--- config.mk ---
export PLATFORM = sky130hd
export DESIGN_NAME = mask_stream_gen_flat
export DESIGN_NICKNAME = d
export VERILOG_FILES = /design/src/rtl/video_pkg.sv /design/src/rtl/mask_stream_gen_if.sv /design/src/rtl/lfsr16.sv /design/src/rtl/mask_stream_gen.sv /design/src/flat_wrapper.sv
export SDC_FILE = /design/constraint.sdc
export NUM_CORES = 1
export LEC_CHECK = 0
export CELL_PAD_IN_SITES_DETAIL_PLACEMENT = 1
export CELL_PAD_IN_SITES_GLOBAL_PLACEMENT = 2
export CORE_MARGIN = 4
export CORE_UTILIZATION = 38
export CTS_BUF_LIST = sky130_fd_sc_hd__clkbuf_8 sky130_fd_sc_hd__clkbuf_16
export CTS_CLUSTER_SIZE = 24
export DETAILED_ROUTE_END_ITERATION = 10
export PLACE_DENSITY_LB_ADDON = 0.3
export SLEW_MARGIN = 30
export SYNTH_ARGS = -nofsm -noshare
export SYNTH_HDL_FRONTEND = slang
export SYNTH_HIERARCHICAL = 1
export SYNTH_SLANG_ARGS = --single-unit
--- constraint.sdc ---
create_clock -name clk -period 5.03 [get_ports clk]
set_input_delay 0.503 -clock clk [delete_from_list [all_inputs] [get_ports clk]]
set_output_delay 0.503 -clock clk [all_outputs]
set_load 0.05 [all_outputs]
--- src/rtl/video_pkg.sv ---
// Shared video timing defaults, pattern encodings and FSM encoding for the
// binary-mask stream chain (source and filters derive line length from here).
package video_pkg;

    localparam int H_ACTIVE = 64;
    localparam int H_FP     = 4;
    localparam int H_SYNC   = 8;
    localparam int H_BP     = 7;
    localparam int H_TOTAL  = H_ACTIVE + H_FP + H_SYNC + H_BP;

    localparam int V_ACTIVE = 64;
    localparam int V_FP     = 2;
    localparam int V_SYNC   = 3;
    localparam int V_BP     = 6;
    localparam int V_TOTAL  = V_ACTIVE + V_FP + V_SYNC + V_BP;

    typedef enum logic [1:0] {
        MODE_BLACK        = 2'd0,
        MODE_WHITE        = 2'd1,
        MODE_CHECKER      = 2'd2,
        MODE_NOISY_SQUARE = 2'd3
    } mode_e;

    typedef enum logic {
        ST_IDLE = 1'b0,
        ST_RUN  = 1'b1
    } state_e;

    // Mask bit replicated onto all three 8-bit colour channels.
    function automatic logic [23:0] grey24(input logic m);
        return {24{m}};
    endfunction

endpackage

--- src/rtl/mask_stream_gen_if.sv ---
// Control and video bundle of the mask stream source; master is the generator,
// slave is the consumer that requests frames and receives video.
interface mask_stream_gen_if;

    logic        en;
    logic [1:0]  mode;
    logic        de_out;
    logic        hsync_out;
    logic        vsync_out;
    logic [23:0] pixel_out;
    logic        frame_start;

    modport master (
        input  en, mode,
        output de_out, hsync_out, vsync_out, pixel_out, frame_start
    );

    modport slave (
        output en, mode,
        input  de_out, hsync_out, vsync_out, pixel_out, frame_start
    );

endinterface

--- src/rtl/lfsr16.sv ---
// 16-bit Fibonacci LFSR, taps 16,14,13,11 (right-shifting form), advancing
// only when ce is high; returns to SEED only on rst_n.
module lfsr16 #(
    parameter logic [15:0] SEED = 16'hACE1
) (
    input  logic        clk,
    input  logic        rst_n,
    input  logic        ce,
    output logic [15:0] state
);

    logic [15:0] state_r;
    logic        fb_s;

    assign fb_s = state_r[0] ^ state_r[2] ^ state_r[3] ^ state_r[5];

    // Shift register advances once per enabled clock
    always_ff @(posedge clk or negedge rst_n) begin
        if (!rst_n) begin
            state_r <= SEED;
        end else if (ce) begin
            state_r <= {fb_s, state_r[15:1]};
        end
    end

    assign state = state_r;

endmodule

--- src/rtl/mask_stream_gen.sv ---
// Mask video source: raster counters, IDLE/RUN frame FSM, sync decode and
// pattern mux; all video outputs are registered one clock after the counters.
module mask_stream_gen #(
    parameter int          H_ACTIVE  = video_pkg::H_ACTIVE,
    parameter int          H_FP      = video_pkg::H_FP,
    parameter int          H_SYNC    = video_pkg::H_SYNC,
    parameter int          H_BP      = video_pkg::H_BP,
    parameter int          V_ACTIVE  = video_pkg::V_ACTIVE,
    parameter int          V_FP      = video_pkg::V_FP,
    parameter int          V_SYNC    = video_pkg::V_SYNC,
    parameter int          V_BP      = video_pkg::V_BP,
    parameter logic [7:0]  NOISE_THR = 8'd16,
    parameter logic [15:0] LFSR_SEED = 16'hACE1
) (
    input  logic              clk,
    input  logic              rst_n,
    mask_stream_gen_if.master vid
);
    import video_pkg::*;

    localparam int H_TOT = H_ACTIVE + H_FP + H_SYNC + H_BP;
    localparam int V_TOT = V_ACTIVE + V_FP + V_SYNC + V_BP;
    localparam int HW    = $clog2(H_TOT);
    localparam int VW    = $clog2(V_TOT);

    localparam logic [HW-1:0] H_LAST = HW'(H_TOT - 1);
    localparam logic [HW-1:0] H_ACT  = HW'(H_ACTIVE);
    localparam logic [HW-1:0] HS_BEG = HW'(H_ACTIVE + H_FP);
    localparam logic [HW-1:0] HS_END = HW'(H_ACTIVE + H_FP + H_SYNC);
    localparam logic [HW-1:0] H_SQ_LO = HW'(16);
    localparam logic [HW-1:0] H_SQ_HI = HW'(47);
    localparam logic [VW-1:0] V_LAST = VW'(V_TOT - 1);
    localparam logic [VW-1:0] V_ACT  = VW'(V_ACTIVE);
    localparam logic [VW-1:0] VS_BEG = VW'(V_ACTIVE + V_FP);
    localparam logic [VW-1:0] VS_END = VW'(V_ACTIVE + V_FP + V_SYNC);
    localparam logic [VW-1:0] V_SQ_LO = VW'(16);
    localparam logic [VW-1:0] V_SQ_HI = VW'(47);

    state_e        state_r, state_nxt_s;
    mode_e         mode_r, mode_nxt_s;
    logic [HW-1:0] h_cnt_r, h_cnt_nxt_s;
    logic [VW-1:0] v_cnt_r, v_cnt_nxt_s;
    logic          run_s, de_s, hsync_s, vsync_s, fs_s, square_s, noise_s, m_s;
    logic [15:0]   lfsr_s;
    logic [7:0]    lfsr_unused_s;
    logic          de_r, hsync_r, vsync_r, fs_r;
    logic [23:0]   pixel_r;

    lfsr16 #(.SEED(LFSR_SEED)) u_lfsr (
        .clk   (clk),
        .rst_n (rst_n),
        .ce    (de_s),
        .state (lfsr_s)
    );

    assign lfsr_unused_s = lfsr_s[15:8];

    // Next state: frames always run to their final blanking clock before idling
    always_comb begin
        state_nxt_s = state_r;
        mode_nxt_s  = mode_r;
        h_cnt_nxt_s = h_cnt_r;
        v_cnt_nxt_s = v_cnt_r;
        case (state_r)
            ST_IDLE: begin
                h_cnt_nxt_s = {HW{1'b0}};
                v_cnt_nxt_s = {VW{1'b0}};
                if (vid.en) begin
                    state_nxt_s = ST_RUN;
                    mode_nxt_s  = mode_e'(vid.mode);
                end else begin
                    state_nxt_s = ST_IDLE;
                end
            end
            ST_RUN: begin
                if (h_cnt_r != H_LAST) begin
                    h_cnt_nxt_s = h_cnt_r + {{(HW-1){1'b0}}, 1'b1};
                end else if (v_cnt_r != V_LAST) begin
                    h_cnt_nxt_s = {HW{1'b0}};
                    v_cnt_nxt_s = v_cnt_r + {{(VW-1){1'b0}}, 1'b1};
                end else begin
                    h_cnt_nxt_s = {HW{1'b0}};
                    v_cnt_nxt_s = {VW{1'b0}};
                    if (vid.en) begin
                        mode_nxt_s = mode_e'(vid.mode);
                    end else begin
                        state_nxt_s = ST_IDLE;
                    end
                end
            end
            default: begin
                state_nxt_s = ST_IDLE;
                h_cnt_nxt_s = {HW{1'b0}};
                v_cnt_nxt_s = {VW{1'b0}};
            end
        endcase
    end

    // FSM state, raster counters and the per-frame pattern select
    always_ff @(posedge clk or negedge rst_n) begin
        if (!rst_n) begin
            state_r <= ST_IDLE;
            mode_r  <= MODE_BLACK;
            h_cnt_r <= {HW{1'b0}};
            v_cnt_r <= {VW{1'b0}};
        end else begin
            state_r <= state_nxt_s;
            mode_r  <= mode_nxt_s;
            h_cnt_r <= h_cnt_nxt_s;
            v_cnt_r <= v_cnt_nxt_s;
        end
    end

    assign run_s    = (state_r == ST_RUN);
    assign de_s     = run_s && (h_cnt_r < H_ACT) && (v_cnt_r < V_ACT);
    assign hsync_s  = run_s && (h_cnt_r >= HS_BEG) && (h_cnt_r < HS_END);
    assign vsync_s  = run_s && (v_cnt_r >= VS_BEG) && (v_cnt_r < VS_END);
    assign fs_s     = run_s && (h_cnt_r == {HW{1'b0}}) && (v_cnt_r == {VW{1'b0}});
    assign square_s = (h_cnt_r >= H_SQ_LO) && (h_cnt_r <= H_SQ_HI) &&
                      (v_cnt_r >= V_SQ_LO) && (v_cnt_r <= V_SQ_HI);
    assign noise_s  = (lfsr_s[7:0] < NOISE_THR);

    // Pattern mux; blanking is always black
    always_comb begin
        m_s = 1'b0;
        if (de_s) begin
            case (mode_r)
                MODE_BLACK:        m_s = 1'b0;
                MODE_WHITE:        m_s = 1'b1;
                MODE_CHECKER:      m_s = h_cnt_r[3] ^ v_cnt_r[3];
                MODE_NOISY_SQUARE: m_s = square_s ^ noise_s;
                default:           m_s = 1'b0;
            endcase
        end else begin
            m_s = 1'b0;
        end
    end

    // Output registers
    always_ff @(posedge clk or negedge rst_n) begin
        if (!rst_n) begin
            de_r    <= 1'b0;
            hsync_r <= 1'b0;
            vsync_r <= 1'b0;
            fs_r    <= 1'b0;
            pixel_r <= 24'h000000;
        end else begin
            de_r    <= de_s;
            hsync_r <= hsync_s;
            vsync_r <= vsync_s;
            fs_r    <= fs_s;
            pixel_r <= grey24(m_s);
        end
    end

    assign vid.de_out      = de_r;
    assign vid.hsync_out   = hsync_r;
    assign vid.vsync_out   = vsync_r;
    assign vid.frame_start = fs_r;
    assign vid.pixel_out   = pixel_r;

endmodule

--- src/flat_wrapper.sv ---
// flat-port wrapper written by rule: the top's interface ports become plain ports
module mask_stream_gen_flat import video_pkg::*;
#(
    parameter int          H_ACTIVE  = video_pkg::H_ACTIVE,
    parameter int          H_FP      = video_pkg::H_FP,
    parameter int          H_SYNC    = video_pkg::H_SYNC,
    parameter int          H_BP      = video_pkg::H_BP,
    parameter int          V_ACTIVE  = video_pkg::V_ACTIVE,
    parameter int          V_FP      = video_pkg::V_FP,
    parameter int          V_SYNC    = video_pkg::V_SYNC,
    parameter int          V_BP      = video_pkg::V_BP,
    parameter logic [7:0]  NOISE_THR = 8'd16,
    parameter logic [15:0] LFSR_SEED = 16'hACE1
)
  (clk, rst_n, vid_en, vid_mode, vid_de_out, vid_hsync_out, vid_vsync_out, vid_pixel_out, vid_frame_start);
  mask_stream_gen_if vid_i ();
  input  logic clk;
  input  logic rst_n;
  input wire logic [$bits(vid_i.en)-1:0] vid_en;
  input wire logic [$bits(vid_i.mode)-1:0] vid_mode;
  output wire logic [$bits(vid_i.de_out)-1:0] vid_de_out;
  output wire logic [$bits(vid_i.hsync_out)-1:0] vid_hsync_out;
  output wire logic [$bits(vid_i.vsync_out)-1:0] vid_vsync_out;
  output wire logic [$bits(vid_i.pixel_out)-1:0] vid_pixel_out;
  output wire logic [$bits(vid_i.frame_start)-1:0] vid_frame_start;
  assign vid_i.en = vid_en;
  assign vid_i.mode = vid_mode;
  assign vid_de_out = vid_i.de_out;
  assign vid_hsync_out = vid_i.hsync_out;
  assign vid_vsync_out = vid_i.vsync_out;
  assign vid_pixel_out = vid_i.pixel_out;
  assign vid_frame_start = vid_i.frame_start;
  mask_stream_gen #(.H_ACTIVE(H_ACTIVE), .H_FP(H_FP), .H_SYNC(H_SYNC), .H_BP(H_BP), .V_ACTIVE(V_ACTIVE), .V_FP(V_FP), .V_SYNC(V_SYNC), .V_BP(V_BP), .NOISE_THR(NOISE_THR), .LFSR_SEED(LFSR_SEED)) u_core (.clk(clk), .rst_n(rst_n), .vid(vid_i));
endmodule
==> results_dict.tcl <==
set metrics [dict create \
    clockPowerShare_pct 43.8 \
    worst_ep_arrival_time_ns 1.91 \
    status "finished, final reports clean" \
    dpl_cell_area_um2 2240 \
    synth_nets 191 \
    rows 26 \
    vias_per_cell 4.90 \
    cts.sinks 38 \
    cp_num_cells 1 \
    crit_end "vid_pixel_out[19]" \
    critPathBufInv 1 \
    clk_pin_slew_ns 0.08 \
    crit_family "buffers and inverters" \
    grt_max_degree 39 \
    crit_chain "clkdlybuf4s50_1" \
    finalSetupViolations 0 \
    drtAntennaViolNets 0 \
    synth_cells 180 \
    cp_max_fo 24 \
    switching_power_mw 0.113 \
    maxSlewHeadroom_pct 42.6 \
    tightest_slew_ns 0.851 \
    power.density_nw_per_um2 238 \
    drcViolationCount 0 \
    cts_tree "done" \
    pwr-share-comb_pct 1.6 \
    fp.dieH_um 81.8 \
    portBuffers 32 \
    p_leak_nw 1.04 \
    drt-initial-drc-count 76 \
    max_freq_mhz 414 \
    cts-resized-gates 0 \
    maxSlewViolCount 0 \
    cp_slowest_cell "clkdlybuf4s50_1" \
    syn_to_final_growth_pct 13.6 \
    ys_seq_area_share_pct 46.5 \
    crit_type "flop to output pin" \
    hold_class "primary input to async pin" \
    grt_use_total_pct 12.7 \
    start_util_pct 39.7 \
    finalNonFillerCells 260 \
    numCtsBuffers 5 \
    fin_setup_tns_ns 0 \
    pin_count 33 \
    gp_congestion 0.789 \
    max_cap_violations 0 \
    clock_latency_ns 0.29 \
    hold_violations 0 \
    fin_crit_sh_pct 48.0 \
    min_period_ns 2.42 \
    grt_pass1_wl_um 6420 \
    place_inst 252 \
    insertedDiodeCount 0 \
    layout-drive-gt1-share_pct 21.6 \
    synth_seq_cells 38 \
    rsz0062_at_grt "false" \
    die_w_um 81.8 \
    antenna_found_initial 0 \
    clockRootBuffer "clkbuf_8" \
    detail_route.wl_per_cell_um 14.9 \
    ff2ff_path_depth 8 \
    ir_drop_uv 149 \
    r2r-start "u_core/h_cnt_r[0]$_DFF_PN0_" \
    post-cts-setup-buffers 0 \
    core_area_um2 5200 \
    routed_wl_um 3860 \
    syn_area_um2 2070 \
    end_kind "output pin" \
    grt_overflow 0 \
    power.total_mw 0.560 \
    start_kind "flop" \
    intPower_mw 0.447 \
    whs_ns 0.311 \
    grt_pass1_vias 1297 \
    dieArea_um2 6680 \
    worst_path_largest_cell_delay_ns 0.92 \
    required_ns 4.53 \
    vias 1274 \
    fin_skew_ns 0.00532 \
    pwr-share-seq_pct 54.6 \
    crit_start "u_core/vid.pixel_out[0]$_DFF_PN0_" \
    rrSetupSlack_ns 2.76 \
    ys_types 38 \
    drtPass1Iterations 6 \
    holdBufCountCts 0 \
    nNetsFinal 200 \
    yosysWarnings 6 \
    switching_share_pct 20.2 \
    cts_max_level 2 \
    dp_hpwl_um 2710 \
    syn_avg_cell_area_um2 11.5 \
    design_area_um2 2350 \
    reg2reg_to "u_core/v_cnt_r[4]$_DFFE_PN0N_" \
    cts_buffer_depth 2 \
]
-- registers in the layout (all words and copies together) (netlist names) --
| register | count |
|---|---|
| u_core/mode_r | 2 |
| u_core/vid.vsync_out | 1 |
| u_core/run_s | 1 |
| u_core/vid.de_out | 1 |
| u_core/vid.hsync_out | 1 |
| u_core/u_lfsr/state | 16 |
| u_core/vid.pixel_out | 1 |
| u_core/vid.frame_start | 1 |
| u_core/v_cnt_r | 7 |
| u_core/h_cnt_r | 7 |
-- synth_stat cells --
master    count  area share, %
o21ai_4       1           0.79
nand4b_1      3            1.3
or4_4         1           0.54
nor2_1       16            2.9
nor4_1        3           0.91
nand2b_4      1           0.67
a21oi_1       3           0.73
o21ai_0       3           0.73
buf_6         2            1.1
buf_2         3           0.73
and2b_1       1           0.36
nand3b_1      1           0.36
nor3b_1       1           0.36
or4_1         1           0.36
and2_1        2           0.61
inv_1         5           0.91
o41ai_1       1           0.42
nand2_1       6            1.1
ha_1          6            3.6
or3_1         1           0.30
xor2_1       10            4.2
mux2_4       10            7.3
o211ai_1      1           0.36
clkbuf_1      1           0.18
buf_12        1           0.97
and3_2        1           0.36
or2b_1        1           0.36
dfstp_2       8             10
nand4_1       7            2.1
mux2_2        7            3.8
nand3_1       6            1.5
and3_1        2           0.61
mux2i_1       2           0.97
nor3_1        1           0.24
nand2_4       1           0.54
buf_4        24            8.7
xnor2_1       6            2.5
dfrtp_1      30             36
-- per-stage QoR --
step | util [%] | worst slack, ns
2_1_floorplan | - | 3.12
3_3_place_gp | 43.0 | 2.91
3_5_place_dp | 43.0 | 2.79
4_1_cts | 45.1 | 2.54
5_1_grt | 45.1 | 2.44
6_report | 45.1 | 2.61
-- cell type report --
cell class | count | area (um^2)
clock buffer | 8 | 110
fill | 558 | 2860
inverter | 5 | 18.8
multi-input combinational | 106 | 847
sequential | 38 | 961
tap | 70 | 87.6
timing repair buffer | 33 | 323
-- layer usage --
metal / part of all wire (%) / track usage [%] / up-vias
met5: 0 / 0 / -
met4: 1.3 / 4.82 / 0
met3: 5.8 / 3.62 / 5
li1: - / - / 603
met1: 47 / 16.7 / 628
met2: 46 / 19.6 / 38
-- cell usage in the layout (no fill, tap or decap), types with 2 or more instances in the layout --
cell type,netlist,layout
mux2_4,10,10
clkbuf_8,0,8
mux2i_1,2,2
ha_1,6,6
nand4_1,7,7
inv_1,5,5
mux2_2,7,7
nand3_1,6,6
xor2_1,10,10
and3_1,2,2
o21ai_0,3,3
nand2_1,6,6
dfstp_2,8,8
clkdlybuf4s50_1,0,31
nor4_1,3,3
nor2_1,16,16
xnor2_1,6,6
nand4b_1,3,3
dfrtp_1,30,30
a21oi_1,3,3
-- power by group through the flow --
stage               sequential, mW  combinational, mW  clock, mW
floorplan                    0.311          0.0000941          0
global placement             0.311            0.00930          0
detailed placement           0.311            0.00954          0
CTS                          0.306            0.00954      0.254
global route                 0.306             0.0102      0.269
finish                       0.306            0.00880      0.245
-- worst min path at each step --
stage / end / startpoint / slack, ns
after floorplan: u_core/h_cnt_r[0]$_DFF_PN0_ / rst_n / 0.21
final: u_core/v_cnt_r[2]$_DFFE_PN0N_ / rst_n / 0.31
after global routing: u_core/v_cnt_r[2]$_DFFE_PN0N_ / rst_n / 0.38
after detailed placement: u_core/u_lfsr/state[15]$_DFFE_PN1P_ / u_core/u_lfsr/state[15]$_DFFE_PN1P_ / 0.49
after CTS: u_core/v_cnt_r[2]$_DFFE_PN0N_ / rst_n / 0.35
after global placement: u_core/u_lfsr/state[15]$_DFFE_PN1P_ / u_core/u_lfsr/state[15]$_DFFE_PN1P_ / 0.48
-- logic make-up (layout without fill, tap and decap cells) --
group | count (synthesis) | after routing | share of synthesized area [%]
XOR/XNOR | 16 | 16 | 6.78
AND/OR/NAND/NOR | 56 | 56 | 15.4
flip-flops | 38 | 38 | 46.5
multiplexers | 19 | 19 | 12.0
adder cells (fa/ha/maj) | 6 | 6 | 3.63
buffers and inverters | 36 | 46 | 12.6
AO/OA/AOI/OAI | 9 | 9 | 3.03
Power figures use the tool's default switching activity.
